--- config.mk ---
export PLATFORM = sky130hd
export DESIGN_NAME = meas_engine_scheduler
export DESIGN_NICKNAME = d
export VERILOG_FILES = /design/src/rtl/meas_engine_scheduler.sv
export SDC_FILE = /design/constraint.sdc
export NUM_CORES = 1
export LEC_CHECK = 0
export ABC_AREA = 1
export BUFFER_PORTS_ARGS = -buffer_cell sky130_fd_sc_hd__buf_2
export CELL_PAD_IN_SITES_DETAIL_PLACEMENT = 1
export CELL_PAD_IN_SITES_GLOBAL_PLACEMENT = 1
export CORE_ASPECT_RATIO = 2
export CORE_MARGIN = 4
export CORE_UTILIZATION = 39
export DETAILED_ROUTE_END_ITERATION = 6
export PLACE_DENSITY_LB_ADDON = 0.08
export SYNTH_ARGS = -nofsm -noshare
export SYNTH_HDL_FRONTEND = slang
export SYNTH_SLANG_ARGS = --single-unit
--- constraint.sdc ---
create_clock -name HCLK -period 1.7 [get_ports HCLK]
set_input_delay 0.085 -clock HCLK [delete_from_list [all_inputs] [get_ports HCLK]]
set_output_delay 0.085 -clock HCLK [all_outputs]
set_load 0.01 [all_outputs]
--- src/rtl/meas_engine_scheduler.sv ---
`default_nettype none
// ============================================================================
// Module   : meas_engine_scheduler
// Purpose  : Queues run requests for the three measurement engines (analog
//            preview, digital period/high-time, digital protocol capture),
//            grants one engine at a time round-robin, routes the shared
//            front-end, drives the start/ready/ack handshake, holds the
//            result for the host and aborts hung runs.
// Revision : 1.0 - initial release
// ============================================================================
module meas_engine_scheduler #(
  parameter int SETTLE_CYCLES  = 4,
  parameter int TIMEOUT_CYCLES = 50000000,
  parameter int RELEASE_MAX    = 1024
) (
  input  logic       HCLK,
  input  logic       AHB2HRESETn,
  input  logic [2:0] req_pulse,
  input  logic       cancel,
  output logic [2:0] eng_start,
  input  logic [2:0] eng_ready,
  output logic [2:0] eng_ack,
  output logic [1:0] mux_sel,
  output logic [1:0] active_id,
  output logic [2:0] pending,
  output logic       busy,
  output logic       host_done,
  input  logic       host_ack,
  output logic       timeout_flag,
  input  logic       timeout_clr
);

  typedef enum logic [2:0] {
    S_IDLE    = 3'd0,
    S_SETTLE  = 3'd1,
    S_RUN     = 3'd2,
    S_DONE    = 3'd3,
    S_ACK     = 3'd4,
    S_RELEASE = 3'd5
  } state_t;

  localparam logic [31:0] c_settle_last  = 32'(SETTLE_CYCLES - 1);
  localparam logic [31:0] c_timeout_last = 32'(TIMEOUT_CYCLES - 1);
  localparam logic [31:0] c_release_last = 32'(RELEASE_MAX - 1);

  state_t      r_state, w_state;
  logic [1:0]  r_rr_last, w_rr_last;
  logic [31:0] r_cnt, w_cnt;
  logic [2:0]  r_pending, w_pending;
  logic [2:0]  r_eng_start, w_eng_start;
  logic [2:0]  r_eng_ack, w_eng_ack;
  logic [1:0]  r_mux_sel, w_mux_sel;
  logic [1:0]  r_active_id, w_active_id;
  logic        r_busy;
  logic        r_host_done, w_host_done;
  logic        r_timeout_flag;

  logic [2:0]  w_act_mask;
  logic        w_ready_act;
  logic [1:0]  w_cand1, w_cand2, w_winner;
  logic [2:0]  w_grant_mask;
  logic        w_flush;
  logic        w_to_set;

  // Modulo-3 increment of an engine index.
  function automatic logic [1:0] inc3(input logic [1:0] v);
    return (v == 2'd2) ? 2'd0 : v + 2'd1;
  endfunction

  // One-hot mask of the granted engine (zero while idle, active_id = 3).
  assign w_act_mask  = 3'b001 << r_active_id;
  assign w_ready_act = |(eng_ready & w_act_mask);

  // Round-robin search order: rr_last+1, rr_last+2, rr_last.
  assign w_cand1  = inc3(r_rr_last);
  assign w_cand2  = inc3(w_cand1);
  assign w_winner = |(r_pending & (3'b001 << w_cand1)) ? w_cand1 :
                    |(r_pending & (3'b001 << w_cand2)) ? w_cand2 : r_rr_last;

  // Next-state and output decode.
  always_comb begin
    w_state      = r_state;
    w_rr_last    = r_rr_last;
    w_cnt        = r_cnt;
    w_eng_start  = r_eng_start;
    w_eng_ack    = 3'b000;
    w_mux_sel    = r_mux_sel;
    w_active_id  = r_active_id;
    w_host_done  = r_host_done;
    w_grant_mask = 3'b000;
    w_flush      = 1'b0;
    w_to_set     = 1'b0;

    if (cancel && (r_state == S_SETTLE || r_state == S_RUN || r_state == S_DONE)) begin
      // Abort: always ack so a half-finished engine gets cleared.
      w_flush     = 1'b1;
      w_eng_start = 3'b000;
      w_host_done = 1'b0;
      w_eng_ack   = w_act_mask;
      w_state     = S_ACK;
    end else begin
      case (r_state)
        S_IDLE: begin
          if (cancel) begin
            w_flush = 1'b1;
          end else if (r_pending != 3'b000) begin
            w_grant_mask = 3'b001 << w_winner;
            w_active_id  = w_winner;
            w_mux_sel    = w_winner + 2'd1;
            w_rr_last    = w_winner;
            w_cnt        = 32'd0;
            w_state      = S_SETTLE;
          end
        end
        S_SETTLE: begin
          if (r_cnt == c_settle_last) begin
            w_eng_start = w_act_mask;
            w_cnt       = 32'd0;
            w_state     = S_RUN;
          end else begin
            w_cnt = r_cnt + 32'd1;
          end
        end
        S_RUN: begin
          // Ready has priority over a timeout landing in the same cycle.
          if (w_ready_act) begin
            w_host_done = 1'b1;
            w_state     = S_DONE;
          end else if (r_cnt == c_timeout_last) begin
            w_eng_start = 3'b000;
            w_eng_ack   = w_act_mask;
            w_to_set    = 1'b1;
            w_state     = S_ACK;
          end else begin
            w_cnt = r_cnt + 32'd1;
          end
        end
        S_DONE: begin
          if (host_ack) begin
            w_host_done = 1'b0;
            w_eng_start = 3'b000;
            w_eng_ack   = w_act_mask;
            w_state     = S_ACK;
          end
        end
        S_ACK: begin
          w_flush = cancel;
          w_cnt   = 32'd0;
          w_state = S_RELEASE;
        end
        S_RELEASE: begin
          w_flush = cancel;
          if (!w_ready_act || r_cnt == c_release_last) begin
            w_to_set    = w_ready_act;
            w_mux_sel   = 2'd0;
            w_active_id = 2'd3;
            w_state     = S_IDLE;
          end else begin
            w_cnt = r_cnt + 32'd1;
          end
        end
        default: begin
          w_state     = S_IDLE;
          w_eng_start = 3'b000;
          w_mux_sel   = 2'd0;
          w_active_id = 2'd3;
          w_host_done = 1'b0;
        end
      endcase
    end

    // A new request beats a same-cycle grant; cancel drops everything.
    w_pending = w_flush ? 3'b000 : ((r_pending & ~w_grant_mask) | req_pulse);
  end

  // State and registered outputs.
  always_ff @(posedge HCLK or negedge AHB2HRESETn) begin
    if (!AHB2HRESETn) begin
      r_state        <= S_IDLE;
      r_rr_last      <= 2'd2;
      r_cnt          <= 32'd0;
      r_pending      <= 3'b000;
      r_eng_start    <= 3'b000;
      r_eng_ack      <= 3'b000;
      r_mux_sel      <= 2'd0;
      r_active_id    <= 2'd3;
      r_busy         <= 1'b0;
      r_host_done    <= 1'b0;
      r_timeout_flag <= 1'b0;
    end else begin
      r_state        <= w_state;
      r_rr_last      <= w_rr_last;
      r_cnt          <= w_cnt;
      r_pending      <= w_pending;
      r_eng_start    <= w_eng_start;
      r_eng_ack      <= w_eng_ack;
      r_mux_sel      <= w_mux_sel;
      r_active_id    <= w_active_id;
      r_busy         <= (w_state != S_IDLE);
      r_host_done    <= w_host_done;
      r_timeout_flag <= (r_timeout_flag & ~timeout_clr) | w_to_set;
    end
  end

  assign eng_start    = r_eng_start;
  assign eng_ack      = r_eng_ack;
  assign mux_sel      = r_mux_sel;
  assign active_id    = r_active_id;
  assign pending      = r_pending;
  assign busy         = r_busy;
  assign host_done    = r_host_done;
  assign timeout_flag = r_timeout_flag;

endmodule
`default_nettype wire

**Yosys cells after proc, flatten, opt, wreduce, memory -nomap -nowiden**

Index checks and enable logic that the tools add are counted.

- Register bits after elaboration: 53
- Output and inout port bits: 16
- Word-level logic and storage cells: 131

- Add/subtract/negate cells: 4
- Equal/unequal tests: 23
- Shifts and indexed selects: 4
- Muxes and demuxes: 56
- Bitwise gates (word level): 12
- Reductions and logical operators: 21

Operator list:

| operator | number |
|---|---|
| 32-bit 2-to-1 mux | 6 |
| 32-bit case mux with 5 select lines | 1 |
| 3-bit 2-to-1 mux | 22 |
| 32-bit by 1-bit adder with 32-bit output (second input constant) | 1 |
| 32-bit by 10-bit equality test with 1-bit output (second input constant) | 1 |
| 32-bit by 2-bit equality test with 1-bit output (second input constant) | 1 |
| 32-bit by 26-bit equality test with 1-bit output (second input constant) | 1 |
| 2-bit 2-to-1 mux | 10 |
| 3-bit case mux with 6 select lines | 1 |
| 3-bit AND | 4 |
| 2-bit != test (second input constant) | 6 |
| 2-bit case mux with 3 select lines | 2 |
| 3-bit case mux with 4 select lines | 1 |
| 3-bit OR reduction | 4 |
| 1-bit by 2-bit left shift with 3-bit output (first input constant) | 4 |
| 5-bit AND reduction | 2 |
| 1-bit 2-to-1 mux | 9 |
| 3-bit by 2-bit != test with 1-bit output (second input constant) | 3 |
| 4-bit OR reduction | 2 |
| 7-bit AND reduction | 1 |
| 2-bit by 1-bit adder with 2-bit output (second input constant) | 3 |
| 3-bit by 2-bit equality test with 1-bit output (second input constant) | 2 |
| 3-bit equality test (second input constant) | 2 |
| 3-bit by 1-bit != test with 1-bit output (second input constant) | 2 |
| other kinds (20) | 29 |

**Longest topological paths before layout**

- Word-level depth: 18
- Mapped depth: 13
- Gate-level depth less buffers: 11

**Least setup slack after synthesis**

OpenSTA, ideal clock, no wires.

- Path kind: flip-flop to flip-flop
- Start point: register r_cnt[0]
- End point: register r_cnt[27]
- Library setup time: 0.117 ns
- Arrival: 1.706 ns
- Path slack: -0.123 ns
- Stages on the path, launching flop included: 14
- Buffers on the path: 2
- Clock period less this slack: 1.823 ns
- Cells stage by stage: dfrtp_1 -> ha_1 -> nand3_2 -> clkinv_2 -> nand2_2 -> nor2_2 -> and2_4 -> nand2_4 -> nand2_2 -> nor2_4 -> buf_6 -> buf_6 -> nand2_1 -> nand2_1

- Word-level cells in the longest chain between the ends: 4
- Elaborated cells on any way between the ends: 13
- Classes of those cells: add/sub: 1; eq/ne: 5; mux: 5; reduce/logical: 2

Ends and longest elaborated chain:

| what | RTL line | RTL |
|---|---|---|
| start, declared | 48 | `logic [31:0] r_cnt, w_cnt;` |
| start signal, assigned | 193 | `r_cnt <= w_cnt;` |
| 32-bit by 1-bit adder with 32-bit output or 32-bit by 10-bit equality test with 1-bit output (tied branches) | -- |  |
| 32-bit 2-to-1 mux or 1-bit logical OR (tied branches) | 129, 153 |  |
| 32-bit 2-to-1 mux or 2-bit != test (tied branches) | -- |  |
| 32-bit case mux with 5 select lines or 7-bit AND reduction (tied branches) | -- |  |

Several ways; a longest one is shown, not always the timed one. The select of a mux whose other input is x is not followed.
A chain may end at the register's enable or synchronous reset.

**Worst setup path in the final report**

- Start point: register r_cnt[18]
- End point: register r_cnt[21]

Same word-level chain as after synthesis.

==> key figures <==
Synthesis
  – Post-synth EDFFs: 0
  – Flops & latches, synth: 53
  – Share of Yosys cell area claimed by the top area cell type: 32.6%
  – Seq/Total Area, Yosys: 34.7%
  – Synth Instances: 614
  – Cell Area, Synth: 3830 µm²
  – Top-count cell post-synth: nand2_1
  – Yosys cell types: 33
  – Synth area leaders: dfrtp_1, nand2_1, nor2_1
  – Post-synth ARST share: 100%
  – Synth warn: 0
  – Top_reg_cell synth: dfrtp_1
  – Mean Syn Cell Area: 6.24 µm²
  – Area leader, netlist: dfrtp_1
  – Top post-synthesis cells by count: nand2_1, nor2_1, inv_1
  – Mapped Nets: 628

Placement
  – HPWL Detailed: 13,100 µm
  – Pre-CTS setup slack: -0.752 ns
  – # port buffers: 26
  – RePlAce Congestion: 0.932

Floorplan
  – Die width: 78.1 µm
  – Die area: 11,600 µm²
  – Starting utilization of the core area: 39.5%
  – IO Pins: 27
  – Die H: 148 µm
  – Core Box Area: 9700 µm²
  – Row cnt: 51

Timing
  – Worst-Margin Slew: 0.552 ns
  – Final setup vio count: 52
  – Unrepaired setup endpoints after global routing: true
  – Setup WS post-layout: -0.715 ns
  – Minimum clock period: 2.41 ns
  – Fin. Hold Viols: 1
  – Max-slew violation count: 0
  – Tcrit/Tclk final: 142%
  – Highest clock rate: 414 MHz
  – Clk_skew: 0.0120 ns
  – Rel. slew slack: 63.2%
  – Hold_ws: -0.0000965 ns

Setup path
  – Crit path kind: flop to flop
  – CP Capture Type: flop
  – CP arrival: 2.66 ns
  – Startpoint Class: flop
  – Required time worst endpoint: 1.95 ns
  – Critical path fanouts, max: 5

Power
  – Cell Pwr Density: 1130 nW/µm²
  – Reg power frac: 22.6%
  – Clock Power Share: 15.9%
  – Power, Total: 7370 µW
  – Worst IR Drop VDD: 1240 µV
  – Sw frac: 49.0%
  – Comb pwr share: 61.5%
  – Internal Power: 3760 µW
  – Leakage: 0.00331 µW
  – Sw power: 3610 µW

Clocking
  – Root buffer cell: clkbuf_16
  – Clk_lat worst skew: 0.32 ns
  – H-tree levels: 2
  – TritonCTS Sinks: 53
  – Clock-pin slew on the worst setup and hold paths: 0.09 ns
  – TritonCTS clock tree: built
  – Maximum clock path buffer count: 2
  – Num CTS Buffers: 5

Cells and area
  – # diodes: 0
  – Nets@finish: 839
  – Layout cell share with drive strength beyond 1: 49.6%
  – Area Growth Syn to Fin: 70.3%

Route
  – Pre-Repair DR Iteration Count: 5
  – Initial drt markers: 513
  – Via count: 5,795
  – Drt wl/cell: 26.8 µm
  – Routed Antenna Nets: 0
  – Detailed Route WL: 25,700 µm
  – Vias/cell: 6.05
  – DRC: 0

Global routing
  – Largest net degree at the start of global routing: 34
  – Grt total ovfl: 0
  – GRT Total Usage: 35.2%
  – Vias in the first global route: 6,203
  – First-pass GRT wire length: 30,900 µm
  – Initial antenna violation count: 0

Status
  – Violated checks: negative hold slack, negative setup slack
  – Status: complete, but fails checks

Hold path
  – Hold crit path type: primary input to flop

Run
  – Max_cap viols: 0
[metal layers]
layer / track usage (%) / routed length (µm) / part of all wire [%] / vias up
met2: 67.7 / 13100 / 51 / 383
met3: 5.21 / 1430 / 5.6 / 233
met4: 36.7 / 3220 / 13 / 0
met5: 0 / 0 / 0 / -
met1: 27.7 / 7890 / 31 / 2825
li1: - / - / - / 2354
[repair_timing]
item / in CTS / in global routing
pin swaps: 25 / 65
endpoints found under the hold margin: 18 / 0
endpoints found under the setup margin: 53 / 53
resized for setup: 114 / 155
hold buffers: 1 / 0
gates cloned: 4 / 0
setup buffers: 29 / 27
[cells by family after synthesis]
family          after synthesis  synth area share (%)
fa+ha+maj                     3                 0.980
xor+xnor                     14                  3.20
flops                        53                  34.7
buf+inv                      82                  8.78
compound gates               70                  9.99
simple gates                392                  42.3
[final timing paths]
check / end / cells past startpoint / startpoint / slack [ns]
min in group asynchronous: r_cnt[11] / 2 / AHB2HRESETn / 0.29
worst min register to register: mux_sel[1] / 2 / mux_sel[1] / 0.51
worst max register to register: r_cnt[21] / 12 / r_cnt[18] / -0.71
worst min-delay path: pending[2] / 3 / req_pulse[2] / -0.0001
max in group asynchronous: r_cnt[21] / 3 / AHB2HRESETn / 0.77
worst max-delay path: r_cnt[21] / 12 / r_cnt[18] / -0.71
[flip-flops by register name, summed over array words and instances (netlist names)]
signal        flops
busy              1
r_rr_last         2
active_id         2
host_done         1
r_cnt            32
pending           3
eng_start         3
mux_sel           2
timeout_flag      1
r_state           3
eng_ack           3
[power groups by stage]
stage	sequential [µW]	clock (µW)	combinational [µW]
5_1_grt	1670	1210	4630
3_3_place_gp	1600	0	2440
4_1_cts	1600	1140	3530
6_report	1660	1170	4540
3_5_place_dp	1610	0	2540
2_1_floorplan	1650	0	1300
[cell type report]
| class | count | area [µm²] |
|---|---|---|
| fill | 1201 | 3170 |
| multi-input combinational | 482 | 2880 |
| timing repair buffer | 214 | 1730 |
| sequential | 53 | 1340 |
| inverter | 69 | 267 |
| tap | 132 | 165 |
| clock buffer | 5 | 125 |
| clock inverter | 3 | 26.3 |
[worst max-delay path, cell delays in order, from the launching register on]
cell and delay, ns:
dfrtp_1 0.39, buf_4 0.12, buf_4 0.13, nand2_1 0.10, nor3_1 0.25, nand2_1 0.15
nor2_1 0.17, nand2_1 0.08, nand2_1 0.08, nand2_1 0.06, a21oi_1 0.38, nand2_1 0.29
nand2_2 0.13
[layout by cell type, fill, tap and decap left out, types with 5 or more instances in the layout]
master and instances:
xor2_1 12, dfrtp_1 46, nor2_2 18, nand2_1 160, nand2_2 51, o21ai_0 5
nand3_4 7, nand2_4 17, buf_6 32, clkbuf_16 5, nor2_4 27, inv_1 40
buf_2 26, a21oi_2 6, inv_2 27, o21ai_2 13, a21oi_1 30, nor2_1 60
nand3_1 29, buf_4 150, o21ai_1 8, nand4_1 9, nor3_1 5
[per-stage QoR]
| step | utilization (%) | instance area, µm² | hold slack, ns | TNS (ns) | instances |
|---|---|---|---|---|---|
| 2_1_floorplan | - | 3860 | -0.211 | -0.221 | 614 |
| 3_3_place_gp | 52.7 | 5120 | 0.0719 | -19.74 | 892 |
| 3_5_place_dp | 52.7 | 5120 | 0.0811 | -25.79 | 892 |
| 4_1_cts | 60.5 | 5870 | 0.00766 | -6.00 | 933 |
| 5_1_grt | 67.3 | 6530 | 0.0226 | -18.09 | 958 |
| 6_report | 67.3 | 6530 | -0.0000965 | -15.88 | 958 |
(Power assumes the default switching activity.)
